$ cat config.mk
export PLATFORM = sky130hd
export DESIGN_NAME = cpu_reset_sequencer
export DESIGN_NICKNAME = d
export VERILOG_FILES = /design/src/rtl/mips_tb_pkg.sv /design/src/rtl/misr_accum.sv /design/src/rtl/cpu_reset_sequencer.sv
export SDC_FILE = /design/constraint.sdc
export NUM_CORES = 1
export LEC_CHECK = 0
export ABC_AREA = 1
export ABC_CLOCK_PERIOD_IN_PS = 5600
export BUFFER_PORTS_ARGS = -buffer_cell sky130_fd_sc_hd__buf_2
export CORE_MARGIN = 2
export CORE_UTILIZATION = 30
export DETAILED_ROUTE_END_ITERATION = 7
export SETUP_SLACK_MARGIN = 0.05
export SLEW_MARGIN = 20
export SYNTH_ARGS = -nofsm -noshare
export SYNTH_HDL_FRONTEND = slang
export SYNTH_SLANG_ARGS = --single-unit
$ cat constraint.sdc
create_clock -name clk -period 5.6 [get_ports clk]
set_input_delay 0 -clock clk [delete_from_list [all_inputs] [get_ports clk]]
set_output_delay 0 -clock clk [all_outputs]
set_load 0.05 [all_outputs]
$ cat src/rtl/mips_tb_pkg.sv
// Shared types and MISR constants for the CPU reset sequencer harness.
package mips_tb_pkg;

    typedef enum logic [2:0] {
        IDLE  = 3'd0,
        HOLD  = 3'd1,
        RUN   = 3'd2,
        FINAL = 3'd3,
        DONE  = 3'd4
    } state_e;

    localparam logic [31:0] MISR_POLY = 32'h04C1_1DB7;
    localparam logic [31:0] MISR_SEED = 32'hFFFF_FFFF;

    localparam int unsigned FOLD_MAX_W = 64;
    localparam int unsigned FOLD_IDX_W = $clog2(FOLD_MAX_W);

    // Rotate the low w bits of x left by r; channels wider than FOLD_MAX_W are not supported.
    function automatic logic [FOLD_MAX_W-1:0] fold_rotl(input logic [FOLD_MAX_W-1:0] x,
                                                         input int unsigned w,
                                                         input int unsigned r);
        logic [FOLD_MAX_W-1:0] y;
        y = '0;
        for (int unsigned i = 0; i < FOLD_MAX_W; i++) begin
            if (i < w) begin
                y[FOLD_IDX_W'((i + r) % w)] = x[FOLD_IDX_W'(i)];
            end
        end
        return y;
    endfunction

endpackage

$ cat src/rtl/misr_accum.sv
// Multiple-input signature register: rotate, conditional polynomial XOR, data XOR.
module misr_accum #(
    parameter int unsigned      SIG_W = 32,
    parameter logic [SIG_W-1:0] POLY  = '0,
    parameter logic [SIG_W-1:0] SEED  = '1
) (
    input  logic             clk,
    input  logic             rst,
    input  logic             clear_i,
    input  logic             enable_i,
    input  logic [SIG_W-1:0] data_i,
    output logic [SIG_W-1:0] sig_o,
    output logic [SIG_W-1:0] sig_nxt_c
);

    always_comb begin
        sig_nxt_c = sig_o;
        if (clear_i) begin
            sig_nxt_c = SEED;
        end else if (enable_i) begin
            sig_nxt_c = {sig_o[SIG_W-2:0], sig_o[SIG_W-1]}
                      ^ (sig_o[SIG_W-1] ? POLY : '0)
                      ^ data_i;
        end
    end

    always_ff @(posedge clk or negedge rst) begin
        if (!rst) begin
            sig_o <= SEED;
        end else begin
            sig_o <= sig_nxt_c;
        end
    end

endmodule

$ cat src/rtl/cpu_reset_sequencer.sv
// Multi-pulse CPU reset sequencer with MISR signing of observed buses in the final window.
// Optional stall watchdog on channel 0 enabled by defining WATCHDOG_EN.
module cpu_reset_sequencer
    import mips_tb_pkg::*;
#(
    parameter int unsigned DATA_W     = 32,
    parameter int unsigned NUM_CH     = 3,
    parameter int unsigned SIG_W      = 32,
    parameter int unsigned NUM_RESETS = 2,
    parameter int unsigned RST0_CYC   = 10,
    parameter int unsigned RSTN_CYC   = 1,
    parameter int unsigned RUN_CYC    = 10,
    parameter int unsigned FINAL_CYC  = 100,
    parameter int unsigned STALL_CYC  = 16
) (
    input  logic                     clk,
    input  logic                     rst,
    input  logic                     start_i,
    input  logic                     abort_i,
    input  logic [NUM_CH*DATA_W-1:0] obs_i,
    input  logic [SIG_W-1:0]         expect_sig_i,
    output logic                     dut_rst_o,
    output logic                     busy_o,
    output logic                     done_o,
    output logic                     pass_o,
    output logic [SIG_W-1:0]         sig_o,
    output logic [7:0]               pulse_cnt_o,
    output logic                     stall_o
);

    localparam int unsigned MAX_A   = (RST0_CYC > RSTN_CYC) ? RST0_CYC : RSTN_CYC;
    localparam int unsigned MAX_B   = (RUN_CYC > FINAL_CYC) ? RUN_CYC : FINAL_CYC;
    localparam int unsigned MAX_AB  = (MAX_A > MAX_B) ? MAX_A : MAX_B;
    localparam int unsigned MAX_CYC = (MAX_AB > STALL_CYC) ? MAX_AB : STALL_CYC;
    localparam int unsigned CNT_W   = $clog2(MAX_CYC) + 1;

    state_e             state_q, state_d;
    logic [CNT_W-1:0]   cnt_q, cnt_d;
    logic [7:0]         pulse_d;
    logic               stall_d;
    logic               pass_d;
    logic               misr_clr_c;
    logic               misr_en_c;
    logic               stall_hit_c;
    logic [SIG_W-1:0]   fold_c;
    logic [SIG_W-1:0]   sig_nxt_c;

    // Channel c contributes its value rotated left by c.
    always_comb begin
        fold_c = '0;
        for (int unsigned c = 0; c < NUM_CH; c++) begin
            fold_c = fold_c ^ SIG_W'(fold_rotl(FOLD_MAX_W'(DATA_W'(obs_i >> (c * DATA_W))),
                                               DATA_W, c));
        end
    end

`ifdef WATCHDOG_EN
    localparam int unsigned SCNT_W = $clog2(STALL_CYC + 1);

    logic [DATA_W-1:0] ch0_prev_q;
    logic [SCNT_W-1:0] scnt_q, scnt_d;

    always_comb begin
        scnt_d = '0;
        if (state_q == FINAL && obs_i[DATA_W-1:0] == ch0_prev_q) begin
            scnt_d = scnt_q + SCNT_W'(1);
        end
    end

    assign stall_hit_c = (state_q == FINAL) && (scnt_d == SCNT_W'(STALL_CYC));

    always_ff @(posedge clk or negedge rst) begin
        if (!rst) begin
            ch0_prev_q <= '0;
            scnt_q     <= '0;
        end else begin
            ch0_prev_q <= obs_i[DATA_W-1:0];
            scnt_q     <= scnt_d;
        end
    end
`else
    assign stall_hit_c = 1'b0;
`endif

    // Next-state, counter loads and MISR control.
    always_comb begin
        state_d    = state_q;
        cnt_d      = cnt_q;
        pulse_d    = pulse_cnt_o;
        stall_d    = stall_o;
        pass_d     = 1'b0;
        misr_clr_c = 1'b0;
        misr_en_c  = 1'b0;

        if (abort_i) begin
            state_d = IDLE;
            cnt_d   = '0;
            pulse_d = '0;
            stall_d = 1'b0;
        end else begin
            case (state_q)
                IDLE, DONE: begin
                    if (start_i) begin
                        state_d    = HOLD;
                        cnt_d      = CNT_W'(RST0_CYC - 1);
                        pulse_d    = 8'd1;
                        stall_d    = 1'b0;
                        misr_clr_c = 1'b1;
                    end
                end
                HOLD: begin
                    if (cnt_q == '0) begin
                        if (pulse_cnt_o < 8'(NUM_RESETS)) begin
                            state_d = RUN;
                            cnt_d   = CNT_W'(RUN_CYC - 1);
                        end else begin
                            state_d    = FINAL;
                            cnt_d      = CNT_W'(FINAL_CYC - 1);
                            misr_clr_c = 1'b1;
                        end
                    end else begin
                        cnt_d = cnt_q - CNT_W'(1);
                    end
                end
                RUN: begin
                    if (cnt_q == '0) begin
                        state_d = HOLD;
                        cnt_d   = CNT_W'(RSTN_CYC - 1);
                        pulse_d = pulse_cnt_o + 8'd1;
                    end else begin
                        cnt_d = cnt_q - CNT_W'(1);
                    end
                end
                FINAL: begin
                    misr_en_c = 1'b1;
                    if (cnt_q == '0 || stall_hit_c) begin
                        state_d = DONE;
                        cnt_d   = '0;
                        stall_d = stall_hit_c;
                    end else begin
                        cnt_d = cnt_q - CNT_W'(1);
                    end
                end
                default: begin
                    state_d = IDLE;
                    cnt_d   = '0;
                    pulse_d = '0;
                end
            endcase
        end

        // Verdict uses the signature including the last FINAL sample.
        if (state_d == DONE) begin
            pass_d = (state_q == DONE) ? pass_o : (!stall_hit_c && sig_nxt_c == expect_sig_i);
        end
    end

    always_ff @(posedge clk or negedge rst) begin
        if (!rst) begin
            state_q     <= IDLE;
            cnt_q       <= '0;
            pulse_cnt_o <= '0;
            stall_o     <= 1'b0;
            pass_o      <= 1'b0;
            dut_rst_o   <= 1'b1;
            busy_o      <= 1'b0;
            done_o      <= 1'b0;
        end else begin
            state_q     <= state_d;
            cnt_q       <= cnt_d;
            pulse_cnt_o <= pulse_d;
            stall_o     <= stall_d;
            pass_o      <= pass_d;
            dut_rst_o   <= (state_d == IDLE) || (state_d == HOLD);
            busy_o      <= (state_d == HOLD) || (state_d == RUN) || (state_d == FINAL);
            done_o      <= (state_d == DONE);
        end
    end

    misr_accum #(
        .SIG_W (SIG_W),
        .POLY  (SIG_W'(MISR_POLY)),
        .SEED  (SIG_W'(MISR_SEED))
    ) u_misr (
        .clk       (clk),
        .rst       (rst),
        .clear_i   (misr_clr_c),
        .enable_i  (misr_en_c),
        .data_i    (fold_c),
        .sig_o     (sig_o),
        .sig_nxt_c (sig_nxt_c)
    );

endmodule

==> results.md <==
* Switching part of the total at 0.460
* CTS Buf Count at 5
* Initial antenna violation count at 0
* Critical Path AT at 3.14 ns
* Endpoint class of the critical path: flop
* Worst skew pair latency at 0.30 ns
* Via count at 5000
* First-pass GRT wire length at 21600 um
* CTS sink cnt at 55
* DRT Pass-1 Iters at 4
* Area of the multi-input gates at 2760 um2
* CP Data Required Time at 5.83 ns
* Seq pwr share at 0.330
* Fillers at 1713
* Top cell type's share of synthesized area at 0.226
* # port buffers at 175
* Cell area power density at 287 nW/um2
* P_sw at 0.791 mW
* Leading area contributor after synthesis: nand2_1
* Syn_nets at 893
* TNS Setup at 0 ns
* WL final at 13500 um
* Post-route ant nets at 0
* Total Nets Final at 1063
* Vias/cell at 4.36
* Sequential share of the synthesized area at 0.297
* Worst-margin pin slew at 0.760 ns
* Hpwl dp at 10300 um
* Placer Congestion at 0.840
* Slew Limit Fails at 0
* Row Count at 46
* Mapped Area at 4770 um2
* Syn Area/Cell at 6.29 um2
* Grt ovf at 0
* Final setup violating endpoints at 0
* RSZ-0062 raised after global routing: false
* Clock-pin slew on the worst setup and hold paths at 0.07 ns
* Area Growth Syn to Fin at 25.3%
* Top-count cell post-synth: nand2_1
* Ys async rst share at 1.00
* Synth area leaders: nand2_1 (23%), dfstp_2 (18%), dfrtp_1 (12%)
* Worst VDD drop at 0.130 mV
* CP Launch Type: flop
* Critical path start-end classification: flop to flop
* Root Buffer Master: clkbuf_16
* HP Class: input port to flop
* Max cap viols at 0
* CTS Buffer Depth at 2
* Number of global-route vias before repair at 4573
* Fin util at 0.381
* Die area at 16900 um2
* Post-synth top flop: dfstp_2
* Pint at 0.928 mW
* Max Freq at 0.344 GHz
* Largest net degree at the start of global routing at 65
* Combinational Power Share at 0.486
* Initial Util at 0.304
* Flops & latches, synth at 55
* Mapped Cells at 759
* Synth warnings at 0
* CP max FO at 33
* Cell variety after synth at 35
* Static Leak at 3.49 nW
* Clock power frac at 0.185
* Period utilisation layout at 0.518
* Die H at 130 um
* Final min period at 2.90 ns
* Gr usage total at 0.160
* Post-synth top cells: nand2_1 (288), inv_1 (119), nand3_1 (73)
* Final hold violation count at 0
* Clock Skews at 0.00967 ns
* DRT iter0 DRCs at 199
* Die width at 130 um
* CTS tree: done
* # IOs at 177
* Register area at 1420 um2
* Routed wire per std cell at 11.8 um
* Ratio of cells with drive above 1 in the final layout at 0.260
* DRC Markers at 0
* Antenna cells at 0
* Post-synth EDFFs at 0
* Worst slew margin at 0.493
* CTS HTree Levels at 2
* Status: complete, no violations
* Core area at 15700 um2
[layer usage]
| layer | GRT usage | routed length, um | up-vias |
|---|---|---|---|
| met5 | 0 | 0 | - |
| met3 | 0.0271 | 808 | 10 |
| met2 | 0.277 | 6150 | 143 |
| met4 | 0.0310 | 125 | 0 |
| li1 | - | - | 2666 |
| met1 | 0.212 | 6430 | 2181 |
[flip-flops by register name, summed over array words and instances, names as in the netlist]
name,cells
dut_rst_o,1
cnt_q,8
state_q,3
done_o,1
u_misr.sig_o,32
pulse_cnt_o,8
pass_o,1
busy_o,1
[cell type report]
cell class | count | share of cell area
well taps | 216 | 0.0452
repair buffers | 178 | 0.151
flip-flops and latches | 55 | 0.237
inverters | 129 | 0.0810
clock inverters | 2 | 0.00209
multi-input cells | 560 | 0.462
clock buffers | 6 | 0.0216
[worst paths after layout]
path,from,slack (ns),cells after the start,to
max,state_q[1]$_DFF_PN0_,2.70,16,pass_o$_DFFE_PN0P_
min,start_i,0.09,3,state_q[0]$_DFF_PN0_
max reg2reg,state_q[1]$_DFF_PN0_,2.70,16,pass_o$_DFFE_PN0P_
min reg2reg,pulse_cnt_o[0]$_DFFE_PN0P_,0.56,2,pulse_cnt_o[0]$_DFFE_PN0P_
max in group asynchronous,rst,4.73,3,cnt_q[3]$_DFFE_PN0P_
min in group asynchronous,rst,0.39,3,cnt_q[7]$_DFFE_PN0P_
[repair_timing]
item	in CTS	in global routing
gates resized for setup	0	0
hold buffers	2	0
setup endpoints to repair	0	0
endpoints found under the hold margin	25	0
setup buffers	0	0
[layout by cell type (no fill, tap or decap), drive strengths merged, types with 2 or more instances in the layout]
master / netlist / final
nand2: 292 / 292
buf: 13 / 176
inv: 129 / 129
nand3: 81 / 81
nor2: 53 / 53
xnor2: 46 / 46
dfstp: 33 / 33
dfrtp: 22 / 22
o21ai: 16 / 16
xor2: 14 / 14
nand4: 13 / 13
nand3b: 11 / 11
a21oi: 10 / 10
nor3: 10 / 10
clkbuf: 2 / 6
nor3b: 3 / 3
nor4: 2 / 2
ha: 2 / 2
dlygate4sd3: 0 / 2
[worst max-delay path, stage by stage (launching register included)]
cell and delay (ns):
dfrtp_1 0.39, nand2_1 0.06, nor2_1 0.14, nand2_2 0.45, inv_2 0.71, nand3_1 0.16
nand2_1 0.09, inv_1 0.05, nand3_2 0.05, nand2_1 0.06, nor2_1 0.11, nand2_1 0.09
nor2_1 0.18, nand2_1 0.08, nor2_1 0.09, nor2_1 0.05, nor2_1 0.07
[power by group through the flow]
stage / registers (mW) / clock network [mW] / logic [mW]
after floorplan: 0.715 / 0 / 0.487
after global placement: 0.574 / 0 / 0.827
after detailed placement: 0.573 / 0 / 0.834
after CTS: 0.567 / 0.337 / 0.839
after global routing: 0.581 / 0.350 / 0.944
final: 0.566 / 0.318 / 0.834
[through the flow]
stage                     area [um2]  cells  setup slack [ns]  power, mW  hold WS (ns)
after floorplan                 4770    759              3.52       1.20        -0.296
after global placement          5820   1136              2.71       1.40         0.219
after detailed placement        5820   1136              2.63       1.41         0.212
after CTS                       5980   1146              2.62       1.74        0.0646
after global routing            5980   1146              2.26       1.88        0.0822
final                           5980   1146              2.70       1.72        0.0852
[kinds of logic after synthesis]
| logic type | after synthesis | synth area share |
|---|---|---|
| DFF | 55 | 0.297 |
| other | 1 | 0.000786 |
| AOI/OAI and AO/OA | 31 | 0.0349 |
| buffers and inverters | 144 | 0.124 |
| adders and majority gates | 2 | 0.00524 |
| xor gates and xnor gates | 60 | 0.110 |
| and+or+nand+nor | 466 | 0.428 |
(Power assumes the default switching activity.)
